**src/rtl/video_filter_pkg.sv**
```systemverilog
// Shared types for the video frame path: sequencer states, default widths, error codes.
// Latency: n/a (declarations only).
// Backpressure: n/a.
package video_filter_pkg;

    localparam int VIDEO_DATA_W = 24;  // RGB888 pixel
    localparam int VIDEO_CNT_W  = 12;  // pixel/line counters and geometry config

    typedef enum logic [1:0] {
        WAIT_SOF = 2'd0,
        ACTIVE   = 2'd1,
        DROP     = 2'd2
    } vfc_state_e;

    // Error codes, also decoded by the filter status logic.
    typedef logic [1:0] err_code_t;
    localparam err_code_t ERR_NONE  = 2'd0;
    localparam err_code_t ERR_SHORT = 2'd1;
    localparam err_code_t ERR_LONG  = 2'd2;
    localparam err_code_t ERR_SOF   = 2'd3;

endpackage

```
**src/rtl/axis_skid_buffer.sv**
```systemverilog
// Two-entry output register slice for an AXI-Stream style interface.
// Latency: 1 cycle from an accepted input beat to out_vld_o; full throughput.
// Backpressure: in_rdy_o is high whenever fewer than two entries are held.
// Ports: clk, reset (sync, active-low); in_dat_i/in_vld_i/in_rdy_o upstream;
//        out_dat_o/out_vld_o/out_rdy_i downstream.
module axis_skid_buffer #(
    parameter int W = 26
) (
    input  logic         clk,
    input  logic         reset,
    input  logic [W-1:0] in_dat_i,
    input  logic         in_vld_i,
    output logic         in_rdy_o,
    output logic [W-1:0] out_dat_o,
    output logic         out_vld_o,
    input  logic         out_rdy_i
);

    logic [W-1:0] mem_q [2];
    logic         wr_ptr_q;
    logic         rd_ptr_q;
    logic [1:0]   cnt_q;
    logic [1:0]   cnt_d;
    logic         push;
    logic         pop;

    assign in_rdy_o  = (cnt_q != 2'd2);
    assign out_vld_o = (cnt_q != 2'd0);
    // Storage is cleared on reset so the data outputs read zero afterwards.
    assign out_dat_o = mem_q[rd_ptr_q];

    assign push = in_vld_i & in_rdy_o;
    assign pop  = out_vld_o & out_rdy_i;

    always_comb begin
        cnt_d = cnt_q;
        case ({push, pop})
            2'b10:   cnt_d = cnt_q + 2'd1;
            2'b01:   cnt_d = cnt_q - 2'd1;
            default: cnt_d = cnt_q;
        endcase
    end

    always_ff @(posedge clk) begin
        if (!reset) begin
            mem_q[0] <= '0;
            mem_q[1] <= '0;
            wr_ptr_q <= 1'b0;
            rd_ptr_q <= 1'b0;
            cnt_q    <= 2'd0;
        end else begin
            if (push) begin
                mem_q[wr_ptr_q] <= in_dat_i;
            end
            wr_ptr_q <= wr_ptr_q ^ push;
            rd_ptr_q <= rd_ptr_q ^ pop;
            cnt_q    <= cnt_d;
        end
    end

endmodule

```
**src/rtl/video_frame_ctrl.sv**
```systemverilog
// Frame sequencer: locks on SOF, checks line width / frame height, drops malformed data until next SOF.
// Latency: 1 cycle through a 2-entry skid buffer; full throughput.
// Backpressure: s_axis_video_tready follows skid-buffer space (forced low in reset); dropped beats still need space.
// Ports: s_axis_video_* slave in, m_axis_video_* master out to the filter, cfg_width/cfg_height/cfg_bypass
//        geometry and bypass request (applied at SOF), filter_bypass, and 1-cycle pulses frame_done/err_*.
// Optional: VIDEO_FRAME_CTRL_STATS_EN adds saturating frame_cnt, err_cnt and drop_cnt outputs.
module video_frame_ctrl
    import video_filter_pkg::*;
#(
    parameter int DATA_W = VIDEO_DATA_W,
    parameter int CNT_W  = VIDEO_CNT_W
) (
    input  logic              clk,
    input  logic              reset,
    input  logic [DATA_W-1:0] s_axis_video_tdata,
    input  logic              s_axis_video_tvalid,
    input  logic              s_axis_video_tuser,
    input  logic              s_axis_video_tlast,
    output logic              s_axis_video_tready,
    output logic [DATA_W-1:0] m_axis_video_tdata,
    output logic              m_axis_video_tvalid,
    output logic              m_axis_video_tuser,
    output logic              m_axis_video_tlast,
    input  logic              m_axis_video_tready,
    input  logic [CNT_W-1:0]  cfg_width,
    input  logic [CNT_W-1:0]  cfg_height,
    input  logic              cfg_bypass,
    output logic              filter_bypass,
    output logic              frame_done,
    output logic              err_short,
    output logic              err_long,
    output logic              err_sof
`ifdef VIDEO_FRAME_CTRL_STATS_EN
    ,
    output logic [31:0]       frame_cnt,
    output logic [15:0]       err_cnt,
    output logic [31:0]       drop_cnt
`endif
);

    localparam logic [CNT_W-1:0] CNT_ONE = CNT_W'(1);

    vfc_state_e       state_q, state_d;
    logic [CNT_W-1:0] px_q, px_d;
    logic [CNT_W-1:0] ln_q, ln_d;
    logic [CNT_W-1:0] w_q, w_d;
    logic [CNT_W-1:0] h_q, h_d;
    logic             byp_q, byp_d;
    logic             done_q, done_d;
    err_code_t        err_q, err_d;

    logic             skid_rdy;
    logic             beat;
    logic             fwd;
    logic             force_last;
    logic [CNT_W-1:0] cfg_w_eff;
    logic [CNT_W-1:0] cfg_h_eff;
    logic [CNT_W-1:0] pos;
    logic [CNT_W-1:0] lnv;
    logic [CNT_W-1:0] wv;
    logic [CNT_W-1:0] hv;

    assign s_axis_video_tready = reset & skid_rdy;
    assign beat = s_axis_video_tvalid & s_axis_video_tready;

    assign cfg_w_eff = (cfg_width  == '0) ? CNT_ONE : cfg_width;
    assign cfg_h_eff = (cfg_height == '0) ? CNT_ONE : cfg_height;

    // An SOF beat is evaluated as pixel 0 of line 0 against the freshly
    // latched geometry, so W=1 and mid-frame SOFs share the normal checks.
    assign pos = s_axis_video_tuser ? '0 : px_q;
    assign lnv = s_axis_video_tuser ? '0 : ln_q;
    assign wv  = s_axis_video_tuser ? cfg_w_eff : w_q;
    assign hv  = s_axis_video_tuser ? cfg_h_eff : h_q;

    always_comb begin
        state_d    = state_q;
        px_d       = px_q;
        ln_d       = ln_q;
        w_d        = w_q;
        h_d        = h_q;
        byp_d      = byp_q;
        done_d     = 1'b0;
        err_d      = ERR_NONE;
        fwd        = 1'b0;
        force_last = 1'b0;
        if (beat && (state_q == ACTIVE || s_axis_video_tuser)) begin
            fwd = 1'b1;
            if (s_axis_video_tuser) begin
                w_d   = cfg_w_eff;
                h_d   = cfg_h_eff;
                byp_d = cfg_bypass;
            end
            if (pos == wv - CNT_ONE) begin
                if (s_axis_video_tlast) begin
                    px_d = '0;
                    if (lnv == hv - CNT_ONE) begin
                        done_d  = 1'b1;
                        ln_d    = '0;
                        state_d = WAIT_SOF;
                    end else begin
                        ln_d    = lnv + CNT_ONE;
                        state_d = ACTIVE;
                    end
                end else begin
                    // Close the line downstream so the filter stays aligned.
                    force_last = 1'b1;
                    err_d      = ERR_LONG;
                    px_d       = '0;
                    ln_d       = '0;
                    state_d    = DROP;
                end
            end else if (s_axis_video_tlast) begin
                err_d   = ERR_SHORT;
                px_d    = '0;
                ln_d    = '0;
                state_d = DROP;
            end else begin
                px_d    = pos + CNT_ONE;
                ln_d    = lnv;
                state_d = ACTIVE;
            end
            // Restarted frame is reported as an SOF error only.
            if (s_axis_video_tuser && state_q == ACTIVE) begin
                err_d = ERR_SOF;
            end
        end
    end

    always_ff @(posedge clk) begin
        if (!reset) begin
            state_q <= WAIT_SOF;
            px_q    <= '0;
            ln_q    <= '0;
            w_q     <= '0;
            h_q     <= '0;
            byp_q   <= 1'b0;
            done_q  <= 1'b0;
            err_q   <= ERR_NONE;
        end else begin
            state_q <= state_d;
            px_q    <= px_d;
            ln_q    <= ln_d;
            w_q     <= w_d;
            h_q     <= h_d;
            byp_q   <= byp_d;
            done_q  <= done_d;
            err_q   <= err_d;
        end
    end

    assign filter_bypass = byp_q;
    assign frame_done    = done_q;
    assign err_short     = (err_q == ERR_SHORT);
    assign err_long      = (err_q == ERR_LONG);
    assign err_sof       = (err_q == ERR_SOF);

    axis_skid_buffer #(
        .W (DATA_W + 2)
    ) u_skid (
        .clk       (clk),
        .reset     (reset),
        .in_dat_i  ({s_axis_video_tdata, s_axis_video_tuser, s_axis_video_tlast | force_last}),
        .in_vld_i  (beat & fwd),
        .in_rdy_o  (skid_rdy),
        .out_dat_o ({m_axis_video_tdata, m_axis_video_tuser, m_axis_video_tlast}),
        .out_vld_o (m_axis_video_tvalid),
        .out_rdy_i (m_axis_video_tready)
    );

`ifdef VIDEO_FRAME_CTRL_STATS_EN
    logic [31:0] frame_cnt_q;
    logic [15:0] err_cnt_q;
    logic [31:0] drop_cnt_q;

    always_ff @(posedge clk) begin
        if (!reset) begin
            frame_cnt_q <= '0;
            err_cnt_q   <= '0;
            drop_cnt_q  <= '0;
        end else begin
            if (done_d && frame_cnt_q != '1) begin
                frame_cnt_q <= frame_cnt_q + 32'd1;
            end
            // At most one error code per beat, so a unit step sums all pulses.
            if (err_d != ERR_NONE && err_cnt_q != '1) begin
                err_cnt_q <= err_cnt_q + 16'd1;
            end
            if (beat && !fwd && drop_cnt_q != '1) begin
                drop_cnt_q <= drop_cnt_q + 32'd1;
            end
        end
    end

    assign frame_cnt = frame_cnt_q;
    assign err_cnt   = err_cnt_q;
    assign drop_cnt  = drop_cnt_q;
`endif

endmodule

```
**config.mk**
```make
export PLATFORM = sky130hd
export DESIGN_NAME = video_frame_ctrl
export DESIGN_NICKNAME = d
export VERILOG_FILES = /design/src/rtl/video_filter_pkg.sv /design/src/rtl/axis_skid_buffer.sv /design/src/rtl/video_frame_ctrl.sv
export SDC_FILE = /design/constraint.sdc
export NUM_CORES = 1
export LEC_CHECK = 0
export ABC_AREA = 1
export BUFFER_PORTS_ARGS = -buffer_cell sky130_fd_sc_hd__buf_4
export CAP_MARGIN = 20
export CORE_MARGIN = 5
export CORE_UTILIZATION = 63
export CTS_CLUSTER_SIZE = 14
export DETAILED_ROUTE_END_ITERATION = 10
export GPL_ROUTABILITY_DRIVEN = 0
export PLACE_DENSITY = 0.86
export SETUP_SLACK_MARGIN = 0.1
export SYNTH_ARGS = -nofsm -noshare
export SYNTH_HDL_FRONTEND = slang
export SYNTH_SLANG_ARGS = --single-unit
export TNS_END_PERCENT = 100
```
**constraint.sdc**
```tcl
create_clock -name clk -period 6.5 [get_ports clk]
set_input_delay 0.65 -clock clk [delete_from_list [all_inputs] [get_ports clk]]
set_output_delay 0.65 -clock clk [all_outputs]
set_load 0.02 [all_outputs]
```
==> impl_metrics.json <==
{
  "status": "finished, final reports clean",
  "layout.nets": 1015,
  "hpwlAfterDp_mm": 10.6,
  "cts_tree": "done",
  "drt_iter0_drc": 455,
  "wl_per_cell_um": 14.0,
  "synth.top_cell.area_share_pct": 23.7,
  "grt-ovfl-total": 0,
  "grt_first_pass_wirelength_mm": 25.4,
  "synth.top_cells.by_area": "sky130_fd_sc_hd__edfxtp_1, sky130_fd_sc_hd__dfxtp_1, sky130_fd_sc_hd__nand2_1, sky130_fd_sc_hd__nor2_1, sky130_fd_sc_hd__inv_1",
  "groute.usage.overall_pct": 23.9,
  "cts_htree_levels": 3,
  "mappedNetlistArea_sq_um": 6580,
  "yosys_register_bits": 111,
  "die_area_sq_um": 12600,
  "synth_edf_count": 52,
  "drc": 0,
  "clock_latency_at_the_later_pin_of_the_worst_skew_pair_ns": 0.37,
  "clockRootBuffer": "sky130_fd_sc_hd__clkbuf_8",
  "routed_via_density": 5.42,
  "ys.flop_type": "sky130_fd_sc_hd__dfxtp_1",
  "max_freq_mhz": 229,
  "cap_violations": 0,
  "initial_utilization_pct": 64.0,
  "worst_slew_margin_rel_pct": 27.5,
  "std_cell_rows": 37,
  "clock-skew-final_ns": 0.0187,
  "antenna_violations_before_repair": 0,
  "postSynth.asyncResetShare_pct": 0,
  "syn-num-nets": 948,
  "worst_hold_path_type": "flop to flop",
  "mostFrequentLayoutCell": "sky130_fd_sc_hd__nand2_1",
  "timing.critical_path.required_ns": 6.49,
  "unrepaired_setup_endpoints_after_global_routing": "false",
  "drt_pre_antenna_iters": 7,
  "finalSetupViolations": 0,
  "grt_pass1_vias": 5554,
  "critical_path_peak_fanout": 65,
  "cts_sinks": 111,
  "layout.core_utilization_pct": 72.6,
  "post_cts.resized_instances": 0,
  "cts_hold_buf": 0,
  "launching_element_type_of_the_critical_path": "primary input",
  "hold_violations": 0,
  "critical_path_arrival_ns": 4.36,
  "numCtsBuffers": 9,
  "highest_count_cells_in_the_layout_ignoring_fill_and_taps": "sky130_fd_sc_hd__nand2_1, sky130_fd_sc_hd__nor2_1, sky130_fd_sc_hd__inv_1",
  "diodes": 0,
  "proportion_of_layout_cells_with_a_drive_suffix_above_1_pct": 16.8,
  "largest_net_degree_at_the_start_of_global_routing": 66,
  "floorplan.core_area_sq_um": 10300,
  "post_cts_buffers": 0,
  "p_per_area_nw_per_um2": 210,
  "drt.antenna.violating_nets": 0,
  "area_growth_syn_to_layout_pct": 13.4,
  "synth_cell_type_count": 45,
  "setup-tns-final_ns": 0,
  "timing.final.crit_period_ns": 4.37,
  "synth_top_area_cell": "sky130_fd_sc_hd__edfxtp_1",
  "port-buffer-count": 87,
  "timing_worst_slew_pin_value_ns": 1.08,
  "fp.dieW_um": 112,
  "fin_crit_sh_pct": 67.3,
  "synth.avg_cell_area_sq_um": 7.42,
  "yosys_warns": 0,
  "path_class": "primary input to flop",
  "drt-total-wl_mm": 15.3,
  "critPathCaptureType": "flop",
  "fin_total_pwr_mw": 1.56,
  "vdd_ir_drop_max_mv": 0.114,
  "standby_leakage_power_nw": 3.37,
  "height_of_the_chip_um": 112,
  "io_count": 88,
  "clock_input_transition_at_the_sequential_cells_of_the_worst_setup_and_hold_paths_ns": 0.11,
  "dr_total_vias": 5932,
  "clk_path_buf_depth": 2,
  "timing.final.max_slew_violations": 0,
  "ys_seq_area_share_pct": 41.7,
  "syn_inst": 886
}
[cells in the mapped netlist (3+ instances only)]
| cell | number |
|---|---|
| sky130_fd_sc_hd__inv_1 | 127 |
| sky130_fd_sc_hd__nand4_1 | 11 |
| sky130_fd_sc_hd__edfxtp_1 | 52 |
| sky130_fd_sc_hd__dfxtp_1 | 59 |
| sky130_fd_sc_hd__a211oi_1 | 4 |
| sky130_fd_sc_hd__or2_2 | 5 |
| sky130_fd_sc_hd__buf_4 | 4 |
| sky130_fd_sc_hd__xor2_1 | 17 |
| sky130_fd_sc_hd__buf_6 | 5 |
| sky130_fd_sc_hd__ha_1 | 7 |
| sky130_fd_sc_hd__a21oi_1 | 67 |
| sky130_fd_sc_hd__o21ai_1 | 16 |
| sky130_fd_sc_hd__nor2_1 | 135 |
| sky130_fd_sc_hd__o21a_1 | 4 |
| sky130_fd_sc_hd__o32ai_1 | 3 |
| sky130_fd_sc_hd__o21ai_0 | 66 |
| sky130_fd_sc_hd__inv_2 | 5 |
| sky130_fd_sc_hd__nand3_1 | 49 |
| sky130_fd_sc_hd__clkinv_1 | 6 |
| sky130_fd_sc_hd__nor2_2 | 8 |
| sky130_fd_sc_hd__mux2_2 | 26 |
| sky130_fd_sc_hd__nand2_2 | 3 |
| sky130_fd_sc_hd__nand2_1 | 144 |
| sky130_fd_sc_hd__xnor2_1 | 3 |
| sky130_fd_sc_hd__nand3b_1 | 5 |
| sky130_fd_sc_hd__clkbuf_1 | 21 |
| sky130_fd_sc_hd__buf_2 | 4 |
| sky130_fd_sc_hd__nor3_1 | 9 |
[registers in the layout (all words and copies together), names as in the netlist, named ones only]
signal	flops
u_skid.rd_ptr_q	1
h_q	12
state_q	2
frame_done	1
px_q	12
u_skid.cnt_q	2
ln_q	12
u_skid.wr_ptr_q	1
filter_bypass	1
w_q	12
err_q	2
u_skid.mem_q	52
[worst paths after layout]
check | start | end | slack, ns | depth (start not counted)
min reg2reg | h_q[8]$_SDFFE_PN0P_ | h_q[8]$_SDFFE_PN0P_ | 0.46 | 2
min | h_q[8]$_SDFFE_PN0P_ | h_q[8]$_SDFFE_PN0P_ | 0.46 | 2
max reg2reg | u_skid.cnt_q[0]$_SDFFE_PN0P_ | u_skid.mem_q[1][20]$_SDFFCE_PN0P_ | 2.84 | 8
max | s_axis_video_tuser | u_skid.mem_q[1][20]$_SDFFCE_PN0P_ | 2.13 | 9
[critical path, cell delays in order]
cell and delay [ns]:
sky130_fd_sc_hd__buf_4 0.49, sky130_fd_sc_hd__inv_2 0.37, sky130_fd_sc_hd__nand2_1 0.14, sky130_fd_sc_hd__and3_2 0.17, sky130_fd_sc_hd__buf_4 0.47, sky130_fd_sc_hd__clkinv_1 0.19, sky130_fd_sc_hd__nor2_1 0.16, sky130_fd_sc_hd__clkinv_1 0.58
sky130_fd_sc_hd__nand2_1 1.08
[layout make-up]
class                      count  area (sq um)
multi-input combinational    601          3130
fill                         825          2820
sequential                   111          2740
timing repair buffer          92           718
inverter                     138           518
tap                          136           170
clock buffer                  10           128
clock inverter                 6          57.6
[through the flow]
step | hold WS, ns | setup WS, ns | instances | instance area [sq um]
2_1_floorplan | 0.431 | 3.06 | 886 | 6580
3_5_place_dp | 0.451 | 1.78 | 1076 | 7230
5_1_grt | 0.495 | 1.66 | 1094 | 7460
3_3_place_gp | 0.444 | 1.86 | 1076 | 7230
4_1_cts | 0.465 | 2.16 | 1092 | 7420
6_report | 0.462 | 2.13 | 1094 | 7460
[per-layer routing]
metal | wire length, um | global-route usage [%]
met1 | 6610 | 32.2
met2 | 7420 | 41.3
met3 | 1040 | 2.91
met4 | 191 | 5.69
met5 | 0 | 0
[logic make-up after synthesis]
kind of cell	count (synthesis)	synth area share [%]
flip-flops	111	41.7
buffers and inverters	174	10.8
AO/OA/AOI/OAI	167	13.5
AND/OR/NAND/NOR	379	24.9
adder cells (fa/ha/maj)	7	1.33
multiplexers	26	4.45
XOR/XNOR	22	3.35
[power by group]
part,internal (mW),switching [mW],total [mW]
Combinational,0.146,0.221,0.368
Clock,0.150,0.250,0.401
Sequential,0.774,0.0207,0.794
Total,1.07,0.493,1.56
No activity file was read; power rests on OpenSTA's default activity.
